`config.mk`:
```
export PLATFORM = sky130hd
export DESIGN_NAME = apb_regfile
export DESIGN_NICKNAME = d
export VERILOG_FILES = /design/src/rtl/apb_regfile.sv
export SDC_FILE = /design/constraint.sdc
export NUM_CORES = 1
export LEC_CHECK = 0
export BUFFER_PORTS_ARGS = -buffer_cell sky130_fd_sc_hd__buf_2
export CORE_UTILIZATION = 40
export DETAILED_ROUTE_END_ITERATION = 12
export HOLD_SLACK_MARGIN = 0.06
export REMOVE_ABC_BUFFERS = 1
export SYNTH_ARGS = -nofsm -noshare
export SYNTH_HDL_FRONTEND = slang
export SYNTH_SLANG_ARGS = --single-unit
```
`constraint.sdc`:
```
create_clock -name pclk -period 4.4 [get_ports pclk]
set_input_delay 0 -clock pclk [delete_from_list [all_inputs] [get_ports pclk]]
set_output_delay 0 -clock pclk [all_outputs]
set_load 0.1 [all_outputs]
```
`src/rtl/apb_regfile.sv`:
```
// APB slave register file with byte strobes, wait states and error response.
// Define APB_REGFILE_PROT_CHECK_EN to build in the master-side protocol monitor.
module apb_regfile #(
   parameter int unsigned DATA_W      = 32,
   parameter int unsigned NUM_REGS    = 16,
   parameter int unsigned ADDR_W      = 8,
   parameter int unsigned WAIT_STATES = 0
) (
   input  logic                         pclk,
   input  logic                         preset,
   input  logic                         psel,
   input  logic                         penable,
   input  logic                         pwrite,
   input  logic [ADDR_W-1:0]            paddr,
   input  logic [DATA_W-1:0]            pwdata,
   input  logic [DATA_W/8-1:0]          pstrb,
   output logic [DATA_W-1:0]            prdata,
   output logic                         pready,
   output logic                         pslverr,
   output logic [NUM_REGS*DATA_W-1:0]   regs_o,
   output logic                         proto_err
);

   localparam int unsigned STRB_W = DATA_W / 8;
   localparam int unsigned OFF_W  = $clog2(STRB_W);
   localparam int unsigned IDX_W  = ADDR_W - OFF_W;

   typedef enum logic [1:0] {
      S_IDLE = 2'd0,
      S_WAIT = 2'd1,
      S_RESP = 2'd2
   } state_e;

   state_e              state_q, state_d;
   logic [3:0]          cnt_q, cnt_d;
   logic [IDX_W-1:0]    idx_q, idx_d;
   logic                wr_q, wr_d;
   logic                oor_q, oor_d;
   logic [DATA_W-1:0]   prdata_q, prdata_d;
   logic                pslverr_q, pslverr_d;
   logic                pready_q, pready_d;
   logic [DATA_W-1:0]   regs_q [NUM_REGS];
   logic [DATA_W-1:0]   regs_d [NUM_REGS];
   logic [DATA_W-1:0]   rd_word_s;
   logic                enter_resp_s;

   function automatic logic in_range(input logic [IDX_W-1:0] idx);
      return (32'(idx) < NUM_REGS);
   endfunction

   function automatic logic [DATA_W-1:0] merge_bytes(input logic [DATA_W-1:0] old_w,
                                                     input logic [DATA_W-1:0] new_w,
                                                     input logic [STRB_W-1:0] strb);
      logic [DATA_W-1:0] res;
      res = old_w;
      for (int unsigned i = 0; i < STRB_W; i++) begin
         if (strb[i]) begin
            res[i*8 +: 8] = new_w[i*8 +: 8];
         end else begin
            res[i*8 +: 8] = old_w[i*8 +: 8];
         end
      end
      return res;
   endfunction

   // Transfer FSM, byte-lane write merge and registered response generation
   always_comb begin
      state_d      = state_q;
      cnt_d        = cnt_q;
      idx_d        = idx_q;
      wr_d         = wr_q;
      oor_d        = oor_q;
      prdata_d     = '0;
      pslverr_d    = 1'b0;
      pready_d     = 1'b0;
      regs_d       = regs_q;
      rd_word_s    = '0;
      enter_resp_s = 1'b0;

      case (state_q)
         S_IDLE: begin
            if (psel && !penable) begin
               idx_d = paddr[ADDR_W-1:OFF_W];
               wr_d  = pwrite;
               oor_d = !in_range(paddr[ADDR_W-1:OFF_W]);
               if (WAIT_STATES == 0) begin
                  state_d      = S_RESP;
                  enter_resp_s = 1'b1;
               end else begin
                  state_d = S_WAIT;
                  cnt_d   = 4'(WAIT_STATES);
               end
            end else begin
               state_d = S_IDLE;
            end
         end
         S_WAIT: begin
            // A dropped psel is a master abort: leave without touching the registers
            if (!psel) begin
               state_d = S_IDLE;
               cnt_d   = 4'd0;
            end else if (cnt_q == 4'd1) begin
               state_d      = S_RESP;
               cnt_d        = 4'd0;
               enter_resp_s = 1'b1;
            end else begin
               cnt_d = cnt_q - 4'd1;
            end
         end
         S_RESP: begin
            if (wr_q && !oor_q) begin
               for (int unsigned k = 0; k < NUM_REGS; k++) begin
                  if (32'(idx_q) == k) begin
                     regs_d[k] = merge_bytes(regs_q[k], pwdata, pstrb);
                  end else begin
                     regs_d[k] = regs_q[k];
                  end
               end
            end else begin
               regs_d = regs_q;
            end
            state_d = S_IDLE;
         end
         default: begin
            state_d = S_IDLE;
         end
      endcase

      for (int unsigned k = 0; k < NUM_REGS; k++) begin
         if (32'(idx_d) == k) begin
            rd_word_s = regs_q[k];
         end else begin
            rd_word_s = rd_word_s;
         end
      end

      if (enter_resp_s) begin
         pready_d  = 1'b1;
         pslverr_d = oor_d;
         prdata_d  = (!wr_d && !oor_d) ? rd_word_s : '0;
      end else begin
         pready_d  = 1'b0;
      end
   end

   // State, response and register-array flops
   always_ff @(posedge pclk) begin
      if (preset) begin
         state_q   <= S_IDLE;
         cnt_q     <= 4'd0;
         idx_q     <= '0;
         wr_q      <= 1'b0;
         oor_q     <= 1'b0;
         prdata_q  <= '0;
         pslverr_q <= 1'b0;
         pready_q  <= 1'b0;
         for (int unsigned k = 0; k < NUM_REGS; k++) begin
            regs_q[k] <= '0;
         end
      end else begin
         state_q   <= state_d;
         cnt_q     <= cnt_d;
         idx_q     <= idx_d;
         wr_q      <= wr_d;
         oor_q     <= oor_d;
         prdata_q  <= prdata_d;
         pslverr_q <= pslverr_d;
         pready_q  <= pready_d;
         regs_q    <= regs_d;
      end
   end

   assign prdata  = prdata_q;
   assign pready  = pready_q;
   assign pslverr = pslverr_q;

   for (genvar g = 0; g < NUM_REGS; g++) begin : g_regs_o
      assign regs_o[g*DATA_W +: DATA_W] = regs_q[g];
   end

`ifdef APB_REGFILE_PROT_CHECK_EN
   logic [ADDR_W-1:0] sh_addr_q, sh_addr_d;
   logic [DATA_W-1:0] sh_wdata_q, sh_wdata_d;
   logic [STRB_W-1:0] sh_strb_q, sh_strb_d;
   logic              sh_wr_q, sh_wr_d;
   logic              proto_err_q, proto_err_d;
   logic              viol_s;

   // Shadow the setup-phase controls and flag any master-side deviation
   always_comb begin
      sh_addr_d  = sh_addr_q;
      sh_wdata_d = sh_wdata_q;
      sh_strb_d  = sh_strb_q;
      sh_wr_d    = sh_wr_q;
      viol_s     = 1'b0;
      case (state_q)
         S_IDLE: begin
            if (penable) begin
               viol_s = 1'b1;
            end else if (psel) begin
               sh_addr_d  = paddr;
               sh_wdata_d = pwdata;
               sh_strb_d  = pstrb;
               sh_wr_d    = pwrite;
            end else begin
               viol_s = 1'b0;
            end
         end
         S_WAIT, S_RESP: begin
            viol_s = !psel || (paddr != sh_addr_q) || (pwdata != sh_wdata_q) ||
                     (pstrb != sh_strb_q) || (pwrite != sh_wr_q);
         end
         default: begin
            viol_s = 1'b0;
         end
      endcase
      proto_err_d = proto_err_q | viol_s;
   end

   // Monitor flops; the error flag is sticky until reset
   always_ff @(posedge pclk) begin
      if (preset) begin
         sh_addr_q   <= '0;
         sh_wdata_q  <= '0;
         sh_strb_q   <= '0;
         sh_wr_q     <= 1'b0;
         proto_err_q <= 1'b0;
      end else begin
         sh_addr_q   <= sh_addr_d;
         sh_wdata_q  <= sh_wdata_d;
         sh_strb_q   <= sh_strb_d;
         sh_wr_q     <= sh_wr_d;
         proto_err_q <= proto_err_d;
      end
   end

   assign proto_err = proto_err_q;
`else
   assign proto_err = 1'b0;
`endif

endmodule

```
==> impl_metrics.ini <==
[outcome]
status = finished, final reports clean

[pwr]
powerDensity_nw_per_um2 = 362
p_int_mw = 8.41
p_switching_mw = 2.73
combPwrFrac_pct = 5.3
ir_worst_vdd_mv = 0.286
power_frac_clock_pct = 49.5
power_frac_seq_pct = 45.1
swShare_pct = 24.5
leakage_nw = 11.9

[global_routing]
grt_max_degree = 202
grt_overflow = 0
antenna_found_initial = 2
grt_use_total_pct = 38.8
grt_pass1_wl_um = 178000
grt_pass1_vias = 24500

[placement]
place_hpwl_um = 87200
port_buffers = 592
dp.cells = 4217
gp_congestion = 1.00
placed_cell_area_um2 = 28100

[setup_path]
startpoint_type = flip-flop
critPathArrivalTime_ns = 4.28
crit_fanout = 12
cp-end-kind = flip-flop
cpPeakStageDelay_ns = 0.78
worstSetupPathType = reg2reg
critPathRequiredTime_ns = 4.96
crit_slowest_cell = nor3_1
path_cells = or4_1 -> nor3_1 -> or2_1 -> a222oi_1 -> a211oi_1 -> o21ai_1 -> a211oi_2

[logic_synthesis]
netlist_area_um2 = 24300
yosysSeqAreaShare_pct = 45.6
synth_xor_xnor_area_share_pct = 0
synth_area_leaders = dfxtp_1 (46%), a21oi_1 (8.7%), nand3_1 (8.3%), nand2_1 (8.1%), mux2i_1 (6.0%)
synth-simple-area-share_pct = 23.2
synthAdderAreaFrac_pct = 0
synth.ff_latch_count = 554
syn_area_per_cell_um2 = 8.04
synth-compound-area-share_pct = 20.2
synth_top_area_share_pct = 45.6
syn_inst = 3026
synth_mux_area_share_pct = 6.14
yosys_warnings = 0
synth_top_cell_by_area = dfxtp_1
synth_async_sr_flop_share_pct = 0
synth_cell_types = 73
synth-edff-count = 0
synth_top_flop_cell = dfxtp_1
synth_top_family_by_area = simple AND/OR/NAND/NOR gates

[floorplanning]
start_util_pct = 40.4
boundaryPins = 596
coreArea_um2 = 60200
rows = 90
die_h_um = 249
die_area_um2 = 61800
die_x_um = 249

[timing]
finalCriticalPeriod_ns = 3.72
holdWs_ns = 0.0923
fmax_ghz = 0.269
relSlewSlack_pct = 21.6
skew_ns = 0.0332
hold_viol = 0
min_period_over_period_pct = 84.5
worst_pin_slew_ns = 1.18
rsz0062_at_grt = no
setup_viol = 0
fin_setup_tns_ns = 0
drv_slew = 0

[clock_network]
cts_tree = built
numCtsBuffers = 60
htreeDepth = 2
post_cts_buffers = 0
cts_resized = 0
clockRootBuffer = clkbuf_16
cts_sinks = 554
cts_max_path_buffers = 3
worstSkewPairLatency_ns = 0.65
clk_pin_slew_worst_paths_ns = 0.07

[final_layout]
final_util_pct = 51.1
nNetsFinal = 3602
final_cell_mix = buf_2 (591), dfxtp_1 (554), nand2_1 (522)
drive_gt1_share_pct = 24.5
fin_cells = 4388
finalInstanceArea_um2 = 30800
area_growth_pct = 26.6
final_common_cell = buf_2

[route]
wl_per_cell_um = 28.7
drt_wl_total_um = 126000
drtPass1Iterations = 7
drtIter0Drc = 3733
drc = 0
viasPerCell = 6.19
vias = 27200
ant_nets = 0

[min_path]
hp-class = in2reg

[flow_run]
max_cap_viol_count = 0
-- metrics by stage --
stage,setup WS (ns),power [mW]
after global placement,0.858,5.67
after global routing,0.640,11.4
after CTS,0.811,11.1
final,0.680,11.1
after detailed placement,0.864,5.67
after floorplan,0.396,5.30
-- cell families after synthesis --
kind of cell,count (synthesis)
compound gates,779
other cells,1
buf+inv,289
flops,554
mux,148
simple gates,1255
-- final timing paths --
| path | startpoint | to | slack (ns) | cells after the start |
|---|---|---|---|---|
| min reg2reg | regs_o[350]$_SDFFE_PP0P_ | regs_o[350]$_SDFFE_PP0P_ | 0.47 | 2 |
| max reg2reg | idx_q[4]$_SDFF_PP0_ | prdata[18]$_SDFF_PP0_ | 0.68 | 7 |
| max | idx_q[4]$_SDFF_PP0_ | prdata[18]$_SDFF_PP0_ | 0.68 | 7 |
| min | pstrb[2] | regs_o[406]$_SDFFE_PP0P_ | 0.09 | 5 |
-- cell type report --
type / instances / area, um^2
diodes: 1 / 2.50
fillers: 5951 / 29400
flip-flops and latches: 554 / 11100
clock inverters: 31 / 380
clock buffers: 83 / 1760
well taps: 782 / 978
repair buffers: 754 / 4350
multi-input cells: 2183 / 12200
-- flip-flops by register name (all words and copies together), names as in the netlist --
signal   flops
idx_q        6
oor_q        1
prdata      32
pslverr      1
regs_o     512
state_q      1
wr_q         1
-- cells in the mapped netlist, drive strengths merged, types with 4 or more instances --
library cell / instances
a2111oi: 7
a211oi: 17
a21oi: 424
a221o: 4
a221oi: 26
a222oi: 29
a22o: 19
a22oi: 65
a31oi: 20
a32o: 8
and2: 5
and3: 9
and4: 4
buf: 58
clkbuf: 231
dfxtp: 554
mux2i: 147
nand2: 524
nand2b: 5
nand3: 404
nand4: 11
nor2: 214
nor2b: 7
nor3: 31
nor4: 11
nor4b: 4
o211ai: 4
o21a: 4
o21ai: 51
o221ai: 25
o22a: 7
o22ai: 53
o2bb2ai: 5
or2: 8
or3: 4
or4: 4
-- per-layer routing --
metal  part of all wire (%)  vias to the layer above  wire length (um)  track usage [%]
met5                      0                        -                 0                0
met4                    4.9                        0              6210             17.1
met3                     12                      347             15000             11.0
met2                     45                     1774             56400             60.9
met1                     38                    13100             48500             49.5
li1                       -                    11900                 -                -
-- power by group through the flow --
stage / Combinational (mW) / Sequential, mW / Clock [mW]
after global placement: 0.533 / 5.14 / 0
after global routing: 0.606 / 5.03 / 5.74
after detailed placement: 0.532 / 5.14 / 0
after CTS: 0.572 / 5.03 / 5.53
after floorplan: 0.149 / 5.16 / 0
final: 0.595 / 5.03 / 5.52
-- worst max-delay path: cells and delay by family (launching register included) --
kind / cells / cell delay (ns)
simple gates: 3 / 2.01
compound gates: 4 / 1.19
flops: 1 / 0.44
-- repair_timing --
| item | in CTS | in global routing |
|---|---|---|
| endpoints found under the setup margin | 0 | 0 |
| hold buffers | 56 | 0 |
| endpoints found under the hold margin | 541 | 0 |
Power figures use the tool's default switching activity.
